===== config.mk =====
export PLATFORM = sky130hd
export DESIGN_NAME = frame_loader_flat
export DESIGN_NICKNAME = d
export VERILOG_FILES = /design/src/rtl/frame_loader_if.sv /design/src/rtl/frame_loader.sv /design/src/flat_wrapper.sv
export SDC_FILE = /design/constraint.sdc
export NUM_CORES = 1
export LEC_CHECK = 0
export BUFFER_PORTS_ARGS = -buffer_cell sky130_fd_sc_hd__buf_2
export CAP_MARGIN = 20
export CELL_PAD_IN_SITES_DETAIL_PLACEMENT = 0
export CELL_PAD_IN_SITES_GLOBAL_PLACEMENT = 1
export CORE_ASPECT_RATIO = 1.25
export CORE_MARGIN = 4
export CORE_UTILIZATION = 35
export DETAILED_ROUTE_END_ITERATION = 8
export HOLD_SLACK_MARGIN = 0.02
export PLACE_DENSITY_LB_ADDON = 0.2
export SYNTH_ARGS = -nofsm -noshare
export SYNTH_HDL_FRONTEND = slang
export SYNTH_SLANG_ARGS = --single-unit
export TNS_END_PERCENT = 100

===== constraint.sdc =====
create_clock -name clk -period 4.4 [get_ports clk]
set_clock_uncertainty 0.2 [all_clocks]
set_input_delay 0.66 -clock clk [delete_from_list [all_inputs] [get_ports clk]]
set_output_delay 0.66 -clock clk [all_outputs]
set_load 0.005 [all_outputs]

===== src/rtl/frame_loader_if.sv =====
// rtl/frame_loader_if.sv - stream input and display-memory write bundle for frame_loader
interface frame_loader_if #(
    parameter int rows    = 8,
    parameter int columns = 32,
    parameter int width   = 24
);
    localparam int RW = (rows > 1) ? $clog2(rows) : 1;
    localparam int CW = (columns > 1) ? $clog2(columns) : 1;

    logic [7:0]       in_data;
    logic             in_valid;
    logic             in_sot;
    logic             in_eot;
    logic             frame_complete;
    logic             mem_wen;
    logic [RW-1:0]    mem_wrow;
    logic [CW-1:0]    mem_wcol;
    logic [width-1:0] mem_wdata;
    logic             mem_flip;
    logic             busy;
    logic             frame_err;

    modport slave (
        input  in_data, in_valid, in_sot, in_eot, frame_complete,
        output mem_wen, mem_wrow, mem_wcol, mem_wdata, mem_flip, busy, frame_err
    );

    modport master (
        output in_data, in_valid, in_sot, in_eot, frame_complete,
        input  mem_wen, mem_wrow, mem_wcol, mem_wdata, mem_flip, busy, frame_err
    );
endinterface


===== src/rtl/frame_loader.sv =====
// rtl/frame_loader.sv - packs a framed byte stream into pixels and schedules the buffer flip
module frame_loader #(
    parameter int rows    = 8,
    parameter int columns = 32,
    parameter int width   = 24
) (
    input  logic           clk,
    input  logic           rst,
    frame_loader_if.slave  fl_if
);
    localparam int BPP = width / 8;
    localparam int RW  = (rows > 1) ? $clog2(rows) : 1;
    localparam int CW  = (columns > 1) ? $clog2(columns) : 1;
    localparam int BW  = (BPP > 1) ? $clog2(BPP) : 1;
    localparam logic [RW-1:0] LAST_ROW  = RW'(rows - 1);
    localparam logic [CW-1:0] LAST_COL  = CW'(columns - 1);
    localparam logic [BW-1:0] LAST_BYTE = BW'(BPP - 1);

    typedef enum logic [1:0] {IDLE, LOAD, FLIP_WAIT} state_t;

    state_t           state_q, state_d;
    logic [width-1:0] acc_q, acc_d;
    logic [BW-1:0]    bcnt_q, bcnt_d;
    logic [RW-1:0]    row_q, row_d;
    logic [CW-1:0]    col_q, col_d;
    logic             full_q, full_d;
    logic             wen_q, wen_d;
    logic [RW-1:0]    wrow_q, wrow_d;
    logic [CW-1:0]    wcol_q, wcol_d;
    logic [width-1:0] wdata_q, wdata_d;
    logic             flip_q, flip_d;
    logic             err_q, err_d;

    logic             take;
    logic             restart;
    logic [width-1:0] base_acc;
    logic [width-1:0] acc_next;
    logic [BW-1:0]    base_bcnt;
    logic [RW-1:0]    base_row;
    logic [CW-1:0]    base_col;
    logic             base_full;

    always_comb begin
        state_d   = state_q;
        acc_d     = acc_q;
        bcnt_d    = bcnt_q;
        row_d     = row_q;
        col_d     = col_q;
        full_d    = full_q;
        wen_d     = 1'b0;
        wrow_d    = wrow_q;
        wcol_d    = wcol_q;
        wdata_d   = wdata_q;
        flip_d    = flip_q;
        err_d     = 1'b0;
        take      = 1'b0;
        restart   = 1'b0;

        case (state_q)
            IDLE: begin
                if (fl_if.in_valid && fl_if.in_sot) begin
                    take    = 1'b1;
                    restart = 1'b1;
                    state_d = LOAD;
                end
            end
            LOAD: begin
                if (fl_if.in_valid) begin
                    take = 1'b1;
                    if (fl_if.in_sot) begin
                        restart = 1'b1;
                        err_d   = 1'b1;
                    end
                end
            end
            FLIP_WAIT: begin
                if (fl_if.in_valid || fl_if.in_sot) begin
                    err_d = 1'b1;
                end
                if (fl_if.frame_complete) begin
                    flip_d  = ~flip_q;
                    state_d = IDLE;
                end
            end
            default: state_d = IDLE;
        endcase

        // A restart byte is processed against cleared counters in the same cycle.
        base_acc  = restart ? '0 : acc_q;
        base_bcnt = restart ? '0 : bcnt_q;
        base_row  = restart ? '0 : row_q;
        base_col  = restart ? '0 : col_q;
        base_full = restart ? 1'b0 : full_q;
        acc_next  = (base_acc << 8) | width'(fl_if.in_data);

        if (take) begin
            row_d  = base_row;
            col_d  = base_col;
            full_d = base_full;
            bcnt_d = base_bcnt;
            if (base_full) begin
                err_d = 1'b1;
            end else if (base_bcnt == LAST_BYTE) begin
                acc_d   = '0;
                bcnt_d  = '0;
                wen_d   = 1'b1;
                wrow_d  = base_row;
                wcol_d  = base_col;
                wdata_d = acc_next;
                if (base_col == LAST_COL) begin
                    col_d = '0;
                    if (base_row == LAST_ROW) begin
                        full_d = 1'b1;
                    end else begin
                        row_d = base_row + RW'(1);
                    end
                end else begin
                    col_d = base_col + CW'(1);
                end
            end else begin
                acc_d  = acc_next;
                bcnt_d = base_bcnt + BW'(1);
            end
        end

        // End of frame: short or partial frames are flagged, the flip still follows.
        if (fl_if.in_eot && (state_q == LOAD || (state_q == IDLE && take))) begin
            state_d = FLIP_WAIT;
            if (!full_d || bcnt_d != '0) begin
                err_d = 1'b1;
            end
        end
    end

    always_ff @(posedge clk or negedge rst) begin
        if (!rst) begin
            state_q <= IDLE;
            acc_q   <= '0;
            bcnt_q  <= '0;
            row_q   <= '0;
            col_q   <= '0;
            full_q  <= 1'b0;
            wen_q   <= 1'b0;
            wrow_q  <= '0;
            wcol_q  <= '0;
            wdata_q <= '0;
            flip_q  <= 1'b0;
            err_q   <= 1'b0;
        end else begin
            state_q <= state_d;
            acc_q   <= acc_d;
            bcnt_q  <= bcnt_d;
            row_q   <= row_d;
            col_q   <= col_d;
            full_q  <= full_d;
            wen_q   <= wen_d;
            wrow_q  <= wrow_d;
            wcol_q  <= wcol_d;
            wdata_q <= wdata_d;
            flip_q  <= flip_d;
            err_q   <= err_d;
        end
    end

    assign fl_if.mem_wen   = wen_q;
    assign fl_if.mem_wrow  = wrow_q;
    assign fl_if.mem_wcol  = wcol_q;
    assign fl_if.mem_wdata = wdata_q;
    assign fl_if.mem_flip  = flip_q;
    assign fl_if.busy      = (state_q != IDLE);
    assign fl_if.frame_err = err_q;
endmodule


===== src/flat_wrapper.sv =====
// flat-port wrapper written by rule: the top's interface ports become plain ports
module frame_loader_flat 
#(
    parameter int rows    = 8,
    parameter int columns = 32,
    parameter int width   = 24
)
  (clk, rst, fl_if_in_data, fl_if_in_valid, fl_if_in_sot, fl_if_in_eot, fl_if_frame_complete, fl_if_mem_wen, fl_if_mem_wrow, fl_if_mem_wcol, fl_if_mem_wdata, fl_if_mem_flip, fl_if_busy, fl_if_frame_err);
  frame_loader_if #(.rows(rows), .columns(columns), .width(width)) fl_if_i ();
  input  logic clk;
  input  logic rst;
  input wire logic [$bits(fl_if_i.in_data)-1:0] fl_if_in_data;
  input wire logic [$bits(fl_if_i.in_valid)-1:0] fl_if_in_valid;
  input wire logic [$bits(fl_if_i.in_sot)-1:0] fl_if_in_sot;
  input wire logic [$bits(fl_if_i.in_eot)-1:0] fl_if_in_eot;
  input wire logic [$bits(fl_if_i.frame_complete)-1:0] fl_if_frame_complete;
  output wire logic [$bits(fl_if_i.mem_wen)-1:0] fl_if_mem_wen;
  output wire logic [$bits(fl_if_i.mem_wrow)-1:0] fl_if_mem_wrow;
  output wire logic [$bits(fl_if_i.mem_wcol)-1:0] fl_if_mem_wcol;
  output wire logic [$bits(fl_if_i.mem_wdata)-1:0] fl_if_mem_wdata;
  output wire logic [$bits(fl_if_i.mem_flip)-1:0] fl_if_mem_flip;
  output wire logic [$bits(fl_if_i.busy)-1:0] fl_if_busy;
  output wire logic [$bits(fl_if_i.frame_err)-1:0] fl_if_frame_err;
  assign fl_if_i.in_data = fl_if_in_data;
  assign fl_if_i.in_valid = fl_if_in_valid;
  assign fl_if_i.in_sot = fl_if_in_sot;
  assign fl_if_i.in_eot = fl_if_in_eot;
  assign fl_if_i.frame_complete = fl_if_frame_complete;
  assign fl_if_mem_wen = fl_if_i.mem_wen;
  assign fl_if_mem_wrow = fl_if_i.mem_wrow;
  assign fl_if_mem_wcol = fl_if_i.mem_wcol;
  assign fl_if_mem_wdata = fl_if_i.mem_wdata;
  assign fl_if_mem_flip = fl_if_i.mem_flip;
  assign fl_if_busy = fl_if_i.busy;
  assign fl_if_frame_err = fl_if_i.frame_err;
  frame_loader #(.rows(rows), .columns(columns), .width(width)) u_core (.clk(clk), .rst(rst), .fl_if(fl_if_i));
endmodule

Word level (Yosys, flattened, before mapping)
Cells that the tools add are included.

word-level totals
  logic and storage cells = 80
  flip-flop bits (word level) = 64
  output and inout port bits = 36
  bits of input ports = 14

cells by class
  reductions and logical operators = 14
  bitwise gates (word level) = 3
  mux-type cells = 40
  add/subtract/negate cells = 3
  equal/unequal tests = 8

operators by type and width
  cell                                                                      number
  16-bit two-way mux                                                        2
  24-bit by 8-bit OR with 24-bit output                                     1
  5-bit two-way mux                                                         4
  1-bit two-way mux                                                         18
  3-bit two-way mux                                                         5
  2-bit two-way mux                                                         7
  3-bit by 2-bit inequality test with 1-bit output (second input constant)  2
  1-bit one-hot mux with 2 select lines                                     3
  2-bit one-hot mux with 3 select lines                                     1
  3-bit AND reduction                                                       2
  5-bit by 1-bit adder with 5-bit output (second input constant)            1
  5-bit equality test (second input constant)                               1
  2-bit equality test (second input constant)                               2
  2-bit AND reduction                                                       2
  2-bit nonzero test                                                        2
  3-bit by 1-bit adder with 3-bit output (second input constant)            1
  3-bit equality test (second input constant)                               1
  1-bit logical AND                                                         3
  1-bit logical OR                                                          3
  2-bit by 1-bit adder with 2-bit output (second input constant)            1
  2-bit by 1-bit equality test with 1-bit output (second input constant)    1
  2-bit zero test                                                           1
  2-bit inequality test (second input constant)                             1
  1-bit inverter                                                            2
  1-bit zero test                                                           1

Depth between registers and ports, before layout
Gate-level depths: netlist of run 1.

  depth after elaboration = 14
  gate-level depth with buffers = 15
  mapped depth without buffers = 14

Worst setup path after synthesis of run 1
OpenSTA, ideal clock, no wires.

  kind = input port to flip-flop
  start point = input fl_if_in_valid
  end point = register u_core.row_q[1]
  path slack = 1.528 ns
  setup time = 0.122 ns
  arrival time = 2.550 ns
  path buffers = 2
  stages on the path = 13
  required time = 4.078 ns
  cells stage by stage = buf_4 > and2_1 > nand2b_4 > buf_6 > and2_4 > ha_1 > nand2_1 > nor2_1 > ha_1 > nand3b_1 > a211oi_1 > o21ai_0 > a32o_1

on the way
  elaborated cells between the ends (all ways) = 18
  those cells by class = 1 x add/sub; 3 x eq/ne; 13 x mux; 1 x reduce/logical

RTL lines
  what                                       line                 source
  from (decl)                                flat_wrapper.sv:13   input wire logic [$bits(fl_if_i.in_valid)-1:0] fl_if_in_valid;
  1-bit logical AND                          frame_loader.sv:61   if (fl_if.in_valid && fl_if.in_sot) begin
  1-bit two-way mux                          frame_loader.sv:61
  1-bit one-hot mux with 2 select lines (*)  frame_loader.sv:59   case (state_q)
  5-bit two-way mux (*)                      frame_loader.sv:92   base_col = restart ? '0 : col_q;
  named net u_core.base_col[1]               frame_loader.sv:40   logic [CW-1:0] base_col;
  5-bit equality test (*)                    frame_loader.sv:110  if (base_col == LAST_COL) begin
  3-bit two-way mux (*)                      frame_loader.sv:110
  3-bit two-way mux (*)                      frame_loader.sv:103  end else if (base_bcnt == LAST_BYTE) begin
  3-bit two-way mux (*)                      frame_loader.sv:101  if (base_full) begin
  to (signal assigned)                       frame_loader.sv:153  row_q <= row_d;
  to (decl)                                  frame_loader.sv:24   logic [RW-1:0] row_q, row_d;

Mark *: on every way through the listed nets, which the timed path passes. The rest lies on a longest branch.
A chain may end at the register's enable or synchronous reset.

Final worst setup path of run 1
  start point = register u_core.state_q[0]
  end point = register u_core.row_q[1]

on the way
  elaborated cells between the ends (all ways) = 16
  those cells by class = 1 x add/sub; 4 x eq/ne; 10 x mux; 1 x reduce/logical

RTL lines
  what                                                                                      line                 source
  from (decl)                                                                               frame_loader.sv:21   state_t state_q, state_d;
  from (signal assigned)                                                                    frame_loader.sv:150  state_q <= state_d;
  2-bit by 1-bit equality test with 1-bit output / 2-bit zero test (equally long branches)  frame_loader.sv:59
  1-bit one-hot mux with 2 select lines (*)                                                 frame_loader.sv:59
  5-bit two-way mux (*)                                                                     frame_loader.sv:92
  named net u_core.base_col[0]                                                              frame_loader.sv:40
  5-bit equality test (*)                                                                   frame_loader.sv:110
  3-bit two-way mux (*)                                                                     frame_loader.sv:110
  3-bit two-way mux (*)                                                                     frame_loader.sv:103
  3-bit two-way mux (*)                                                                     frame_loader.sv:101

Marks and branches as above.

==> impl_metrics.yaml, run 1 <==
place:
  gp_congestion: 0.934
  hpwl_um: 4140
  portBuffers: 49
floorplanning:
  floorplan.initialDensity_pct: 36.1
  die_x_um: 88.7
  core_area_um2: 7880
  die-area_um2: 9650
  ioPinCount: 50
  die-height_um: 109
  rows: 36
pwr:
  p_leak_nw: 1.84
  irDropWorstVdd_mv: 0.200
  powerDensity_nw_per_um2: 520
grt:
  grt_max_degree: 45
  antenna_found_initial: 0
  grt_usage_pct: 14.1
  use_met2_pct: 22.2
  first_global_vias: 2105
  grt_pass1_wl_um: 10400
  grt_util_met3_pct: 4.08
  use_met1_pct: 17.6
  top_usage_layer: "met2"
  grt_overflow: 0
synth:
  synthCells: 273
  yosys_warnings: 0
  yosysTopAreaCellShare_pct: 56.3
  yosysTopAreaCell: "dfrtp_1"
  ys_top_cells_by_area: "dfrtp_1, nand2_1, a22o_1"
  yosys.cell_types.count: 46
  synthArstFlopShare_pct: 100
  syn_area_um2: 2850
  synth_edf_count: 0
  ys_seq_area_share_pct: 56.3
  synthFlopType: "dfrtp_1"
  synth_nets: 294
  synth_area_per_cell_um2: 10.4
  ys_seq_elements: 64
route:
  wire_per_inst_um: 14.5
  drt-pass1-iter-count: 4
  drt_iter0_drc: 76
  vias_per_cell: 5.00
  remaining_drc_errors: 0
  wl_um: 6130
  num_vias: 2121
  ant_nets: 0
status:
  outcome: "completed"
setup_path:
  critPathArrivalTime_ps: 3160
  crit_top_cell: "ha_1"
  critical_path_class: "reg2reg"
  end_kind: "flop"
  cp_slowest_cell: "dfrtp_1"
  r2r_setup_slack_ps: 1260
  start_kind: "flop"
  cp.required_ps: 4420
  critical_path.max_stage_delay_ps: 370
  critical_path_peak_fanout: 12
  critPathTopFamily: "compound AO/OA/AOI/OAI gates"
  path_buf_inv: 2
  path_cells: "inv_1, ha_1, a21oi_2, nand2b_4, nand2_1, inv_1, ha_1, nand2_1, nor2_1, ha_1, nand3b_1, a211oi_1, o21ai_0, a32o_1"
job:
  cap_violations: 0
cts:
  clk_pin_slew_ps: 70
  root_buffer: "clkbuf_8"
  numCtsBuffers: 9
  cts_buffer_depth: 2
  clkLatencyLatePin_ps: 330
  cts_repair_resize_count: 0
  postCtsSetupBuffers: 0
  cts_tree: "built"
  cts_num_sinks: 64
  htreeDepth: 3
timing:
  rsz0062_at_grt: "no"
  min_period_over_period_pct: 71.3
  hold_ws_ps: 259
  drv_slew: 0
  setup_viol: 0
  max_freq_mhz: 319
  max-slew-margin-rel_pct: 52.6
  final-hold-violation-count: 0
  tns_ps: 0
  fin_crit_ps: 3140
  worst_pin_slew_ps: 711
cells_and_area:
  insertedDiodeCount: 0
  drive_gt1_share_pct: 24.0
  final_common_cell: "nand2_1"
  synthToLayoutAreaGrowth_pct: 19.1
  final_util_pct: 43.0
  finalNetCount: 346
  final_cell_mix: "nand2_1, dfrtp_1, buf_2"
hold_path:
  hold_path.class: "reg2reg"
worst reg2reg max path, cell delays in order (launching register included):
cell and delay, ps:
dfrtp_1 370, inv_1 90, ha_1 290, a21oi_2 180, nand2b_4 220, nand2_1 120
inv_1 70, ha_1 180, nand2_1 60, nor2_1 90, ha_1 320, nand3b_1 140
a211oi_1 330, o21ai_0 140, a32o_1 220
flip-flops by register name (all words and copies together) (netlist names), 2 cells and up:
name and cells:
u_core.acc_q 16, u_core.col_q 5, u_core.bcnt_q 2, u_core.row_q 3, u_core.state_q 2, u_core.fl_if.mem_wrow 3, u_core.fl_if.mem_wcol 5, u_core.fl_if.mem_wdata 24
cells in the mapped netlist (2+ instances only):
master and count:
nand2_1 94, nand3b_1 2, o21ai_0 12, dfrtp_1 64, a211o_1 3, ha_1 7
buf_6 2, mux2_2 3, o22ai_1 2, inv_1 6, nand2b_1 4, and2_1 3
xnor2_1 2, nor2b_1 2, a21oi_2 2, and2_4 2, buf_2 5, buf_4 4
nor2_1 5, nand3_1 3, a22o_1 20, a32o_1 2
kinds of logic (layout without fill, tap and decap cells):
kind of cell             Yosys count  after routing  synth area share, %
multiplexers                       3              3                 1.19
AND/OR/NAND/NOR                  127            127                 20.7
XOR/XNOR                           2              2                0.615
adder cells (fa/ha/maj)            7              7                 3.08
AO/OA/AOI/OAI                     52             52                 14.4
buffers and inverters             18             74                 3.74
flip-flops                        64             64                 56.3
metrics by stage:
step | area (um^2) | power [mW] | setup WS, ps | instances
6_report | 3390 | 1.76 | 1260 | 424
4_1_cts | 3360 | 1.79 | 1280 | 422
3_3_place_gp | 3140 | 1.21 | 1340 | 407
3_5_place_dp | 3140 | 1.22 | 1230 | 407
2_1_floorplan | 2850 | 1.08 | 1530 | 273
5_1_grt | 3390 | 1.88 | 1060 | 424
final cells by class:
cell class                 count  area, um^2
clock buffer                  12         155
clock inverter                 3        65.1
fill                         784        4490
inverter                       7        28.8
multi-input combinational    191        1140
sequential                    64        1600
tap                           95         119
timing repair buffer          52         283
per-layer routing:
metal	vias up	wire, um	share of wire, %
met2	59	2860	47
met3	14	338	5.5
met1	1013	2790	46
met5	-	0	0
met4	0	142	2.3
li1	1035	-	-
what timing repair did:
action                                 in CTS  in global routing
setup endpoints to repair                   0                  0
endpoints found under the hold margin       0                 10
hold buffers                                0                  1
power breakdown:
group          total, mW  internal [mW]  switching (mW)
Sequential         0.804          0.715          0.0892
Clock              0.561          0.346           0.215
Combinational      0.399          0.188           0.211
Total               1.76           1.25           0.515
path summary, 6_finish.rpt:
| kind | depth (start not counted) | from | endpoint |
|---|---|---|---|
| worst max-delay path | 14 | u_core.state_q[0]$_DFFE_PN0P_ | u_core.row_q[1]$_DFFE_PN0N_ |
| worst min-delay path | 2 | u_core.fl_if.mem_wdata[15]$_DFFE_PN0P_ | u_core.fl_if.mem_wdata[15]$_DFFE_PN0P_ |
| worst max register to register | 14 | u_core.state_q[0]$_DFFE_PN0P_ | u_core.row_q[1]$_DFFE_PN0N_ |
| worst min register to register | 2 | u_core.fl_if.mem_wdata[15]$_DFFE_PN0P_ | u_core.fl_if.mem_wdata[15]$_DFFE_PN0P_ |
| max in group asynchronous | 4 | rst | u_core.acc_q[9]$_DFFE_PN0P_ |
| min in group asynchronous | 2 | rst | u_core.fl_if.mem_wdata[23]$_DFFE_PN0P_ |
Note: power is estimated with default switching activity, not from simulation.
==> inputs of run 2 (changes only) <==
clock period = 3 ns   (was 4.4 ns; I/O delays follow)
==> impl_metrics.yaml, run 2 (synthesized netlist as in run 1, its figures left out) <==
setup_path:
  critical_path_class: "reg2reg"
  path_cells: "inv_1, ha_1, a21oi_2, nand2b_4, and2_4, ha_1, nand2_1, nor2_1, ha_1, buf_4, or3_1, o31ai_1, a22o_1"
  critical_path_peak_fanout: 6
  start_kind: "flop"
  rr_startpoint: "u_core.state_q[0]$_DFFE_PN0P_"
  cp-startpoint: "u_core.state_q[0]$_DFFE_PN0P_"
  end_kind: "flop"
  cp.required_ps: 3070
  cp_slowest_cell: "dfrtp_1"
  critPathArrivalTime_ps: 2850
  crit_top_cell: "ha_1"
  critical_path.max_stage_delay_ps: 400
route:
  drt_iter0_drc: 102
  vias_per_cell: 4.90
  num_vias: 2118
  wire_per_inst_um: 14.7
  ant_nets: 0
  wl_um: 6330
  drt-pass1-iter-count: 4
  remaining_drc_errors: 0
floorplanning:
  floorplan.initialDensity_pct: 36.1
  core_area_um2: 7880
  die-height_um: 109
  ioPinCount: 50
  die_x_um: 88.7
  rows: 36
  die-area_um2: 9650
grt:
  grt_pass1_wl_um: 10800
  first_global_vias: 2223
  grt_usage_pct: 14.5
  antenna_found_initial: 0
  grt_overflow: 0
  grt_max_degree: 35
pwr:
  p_int_mw: 1.74
  swShare_pct: 30.8
  p_clk_share_pct: 29.4
  powerDensity_nw_per_um2: 738
  p_sw_mw: 0.777
  p_comb_share_pct: 24.0
  p_leak_nw: 1.86
  irDropWorstVdd_mv: 0.290
  seqPwrFrac_pct: 46.6
  finalPower_mw: 2.52
cells_and_area:
  multiInputGateArea_um2: 1150
  insertedDiodeCount: 0
  seq_area_um2: 1600
  final_util_pct: 43.3
  largest_reg_flops: 24
  fillers: 763
  finalNetCount: 353
  fin_area_um2: 3420
  final_cell_mix: "nand2_1, dfrtp_1, buf_2"
  drive_gt1_share_pct: 26.4
  final_common_cell: "nand2_1"
  synthToLayoutAreaGrowth_pct: 20.0
cts:
  clk_pin_slew_ps: 70
  root_buffer: "clkbuf_8"
  cts_num_sinks: 64
  cts_tree: "built"
  numCtsBuffers: 9
  clkLatencyLatePin_ps: 330
  postCtsSetupBuffers: 0
  htreeDepth: 3
  cts_buffer_depth: 2
place:
  portBuffers: 49
  gp_congestion: 0.765
  hpwl_um: 4460
  postPlaceCellArea_um2: 3200
hold_path:
  hold_path.class: "in2reg"
  min_from: "fl_if_in_data[6]"
timing:
  final-hold-violation-count: 0
  min_period_over_period_pct: 92.7
  fin_crit_ps: 2780
  setup_viol: 0
  max-slew-margin-rel_pct: 56.8
  drv_slew: 0
  rsz0062_at_grt: "no"
  tns_ps: 0
  max_freq_mhz: 360
  worst_pin_slew_ps: 644
job:
  cap_violations: 0
status:
  outcome: "completed"
## run 2: worst paths after layout
kind / slack, ps / end / cells after the start
min in group asynchronous: 420 / u_core.fl_if.mem_wdata[10]$_DFFE_PN0P_ / 2
hold / removal: 130 / u_core.fl_if.mem_wdata[6]$_DFFE_PN0P_ / 3
setup / recovery: 220 / u_core.col_q[3]$_DFFE_PN0N_ / 13
setup reg to reg: 220 / u_core.col_q[3]$_DFFE_PN0N_ / 13
max in group asynchronous: 1470 / u_core.fl_if.frame_err$_DFF_PN0_ / 3
hold reg to reg: 260 / u_core.fl_if.mem_wdata[16]$_DFFE_PN0P_ / 2
## run 2: final cells by class
| class | count | share of cell area [%] |
|---|---|---|
| flip-flops and latches | 64 | 46.9 |
| clock buffers | 11 | 4.14 |
| multi-input cells | 191 | 33.6 |
| inverters | 7 | 0.842 |
| repair buffers | 59 | 9.45 |
| clock inverters | 5 | 1.65 |
| well taps | 95 | 3.48 |
## run 2: power groups by stage
stage                     logic (mW)  registers [mW]  clock network (mW)
final                          0.606            1.17               0.741
after CTS                      0.617            1.18               0.769
after global routing           0.698            1.20               0.804
after detailed placement       0.611            1.19                   0
after floorplan                0.410            1.17                   0
after global placement         0.602            1.19                   0
## run 2: what timing repair did
item | CTS | global route
hold buffers | 1 | 0
hold endpoints to repair | 21 | 0
resized for setup | 0 | 2
setup endpoints to repair | 0 | 3
## run 2: routing by layer
layer,global-route usage (%),vias up,wire (um),share of wire [%]
met1,18.7,1025,2980,47
li1,-,1045,-,-
met3,3.63,6,269,4.2
met5,0,-,0,0
met4,5.18,0,57,0.90
met2,23.4,42,3020,48
## run 2: critical path: cells and delay by family (launching register included)
family,cells,cell delay [ps]
buffers and inverters,2,270
flip-flops,1,400
AND/OR/NAND/NOR,5,770
AO/OA/AOI/OAI,3,430
adder cells (fa/ha/maj),3,660
## run 2: stage by stage
step / std cells / hold WS, ps / worst slack [ps]
6_report: 432 / 127 / 219
5_1_grt: 432 / 141 / 6.09
4_1_cts: 432 / 115 / 112
3_5_place_dp: 415 / 250 / 134
3_3_place_gp: 415 / 246 / 260
2_1_floorplan: 273 / -45.6 / 223
==> inputs of run 3 (changes only) <==
--- a/config.mk
+++ b/config.mk
@@ -17,2 +17,3 @@
 export PLACE_DENSITY_LB_ADDON = 0.2
+export RECOVER_POWER = 50
 export SYNTH_ARGS = -nofsm -noshare
==> constraint.sdc (replaced) <==
create_clock -name clk -period 3 [get_ports clk]
set_clock_uncertainty 0.2 [all_clocks]
set_input_delay 0.6 -clock clk [delete_from_list [all_inputs] [get_ports clk]]
set_output_delay 0.6 -clock clk [all_outputs]
set_load 0.005 [all_outputs]
==> impl_metrics.yaml, run 3 (synthesized netlist as in run 1, its figures left out) <==
status:
  outcome: "completed"
route:
  drt-pass1-iter-count: 4
  drt_iter0_drc: 85
  vias_per_cell: 4.92
  wire_per_inst_um: 14.8
  remaining_drc_errors: 0
  ant_nets: 0
  num_vias: 2117
  wl_um: 6380
floorplanning:
  floorplan.initialDensity_pct: 36.1
  die-height_um: 109
  ioPinCount: 50
  die-area_um2: 9650
  die_x_um: 88.7
  rows: 36
  core_area_um2: 7880
grt:
  grt_usage_pct: 14.5
  first_global_vias: 2132
  grt_pass1_wl_um: 10600
  antenna_found_initial: 0
  grt_max_degree: 46
  grt_overflow: 0
cts:
  postCtsSetupBuffers: 0
  cts_tree: "built"
  clkLatencyLatePin_ps: 340
  numCtsBuffers: 9
  cts_num_sinks: 64
  root_buffer: "clkbuf_8"
  clk_pin_slew_ps: 70
  cts_buffer_depth: 2
  htreeDepth: 3
timing:
  final-hold-violation-count: 0
  min_period_over_period_pct: 92.8
  worst_pin_slew_ps: 1050
  setup_viol: 0
  tns_ps: 0
  fin_crit_ps: 2780
  drv_slew: 0
  max-slew-margin-rel_pct: 30.0
  max_freq_mhz: 359
cells_and_area:
  stdcell_count: 430
  largest_reg_flops: 24
  insertedDiodeCount: 0
  synthToLayoutAreaGrowth_pct: 21.6
  fillers: 782
  seq_area_um2: 1600
  finalNetCount: 351
  final_cell_mix: "nand2_1, dfrtp_1, buf_2"
  drive_gt1_share_pct: 23.9
  final_common_cell: "nand2_1"
  multiInputGateArea_um2: 1150
place:
  place_inst: 413
  hpwl_um: 4370
  gp_congestion: 0.873
  portBuffers: 49
hold_path:
  hold_depth: 2
  hold_path.class: "reg2reg"
setup_path:
  critical_path_class: "reg2reg"
  rr_worst_depth: 14
  start_kind: "flop"
  critPathArrivalTime_ps: 2810
  cp.required_ps: 3020
  end_kind: "flop"
  critical_path_peak_fanout: 6
pwr:
  irDropWorstVdd_mv: 0.348
  powerDensity_nw_per_um2: 781
  p_leak_nw: 1.83
  finalPower_mw: 2.70
job:
  cap_violations: 0
[run 3: cell count changes in the layout (fill, tap and decap cells not counted), moves of 2 or more]
cell / previous run / this run
clkinv_2: 2 / 0
buf_2: 49 / 39
ha_1: 6 / 4
ha_2: 1 / 3
clkbuf_1: 1 / 10
buf_4: 9 / 5
bufinv_16: 1 / 3
[run 3: final cells by class]
| type | instances | area share (%) |
|---|---|---|
| Tap cell | 95 | 3.43 |
| Clock inverter | 6 | 3.33 |
| Sequential cell | 64 | 46.3 |
| Clock buffer | 10 | 3.98 |
| Timing Repair Buffer | 57 | 8.89 |
| Multi-Input combinational cell | 191 | 33.3 |
| Inverter | 7 | 0.832 |
[run 3: path summary, 6_finish.rpt]
check                                                            start                                     end  slack (ps)
worst max-delay path                     u_core.state_q[0]$_DFFE_PN0P_             u_core.row_q[1]$_DFFE_PN0N_         220
worst min-delay path            u_core.fl_if.mem_wdata[21]$_DFFE_PN0P_  u_core.fl_if.mem_wdata[21]$_DFFE_PN0P_         260
worst max register to register           u_core.state_q[0]$_DFFE_PN0P_             u_core.row_q[1]$_DFFE_PN0N_         220
worst min register to register  u_core.fl_if.mem_wdata[21]$_DFFE_PN0P_  u_core.fl_if.mem_wdata[21]$_DFFE_PN0P_         260
max in group asynchronous                                          rst  u_core.fl_if.mem_wdata[17]$_DFFE_PN0P_         560
min in group asynchronous                                          rst  u_core.fl_if.mem_wdata[10]$_DFFE_PN0P_         760
[run 3: what timing repair did]
item / CTS / global route
setup endpoints to repair: 0 / 3
endpoints found under the hold margin: 7 / 0
hold buffers: 1 / 0
resized for setup: 0 / 4
[run 3: per-layer routing]
metal | wire length, um | global-route usage [%] | share of wire [%]
met1 | 2910 | 18.7 | 46
met2 | 3010 | 22.3 | 47
met3 | 326 | 3.40 | 5.1
met4 | 126 | 7.67 | 2.0
met5 | 0 | 0 | 0
[run 3: worst max-delay path, stage by stage (launching register included)]
cell and delay, ps:
dfrtp_1 370, inv_1 90, ha_2 230, a21oi_2 170
nand2b_4 170, nand2_1 100, inv_1 70, ha_1 170
nand2_1 60, nor2_1 120, ha_2 230, nand3b_1 140
a211oi_2 230, o21ai_0 110, a32o_1 220
[run 3: per-stage QoR]
| stage | setup WS [ps] | util, % | hold WS [ps] | cell area, um^2 |
|---|---|---|---|---|
| floorplan | 188 | - | 104 | 2850 |
| global placement | 185 | 40.7 | 246 | 3210 |
| detailed placement | 109 | 40.7 | 252 | 3210 |
| CTS | 77.9 | 44.1 | 262 | 3470 |
| global route | -30.8 | 43.9 | 276 | 3460 |
| finish | 216 | 43.9 | 261 | 3460 |
[run 3: power breakdown]
group	switching [mW]	total, mW	internal (mW)	leakage [nW]
Clock	0.346	0.925	0.579	0.123
Sequential	0.127	1.17	1.05	0.872
Combinational	0.318	0.604	0.286	0.838
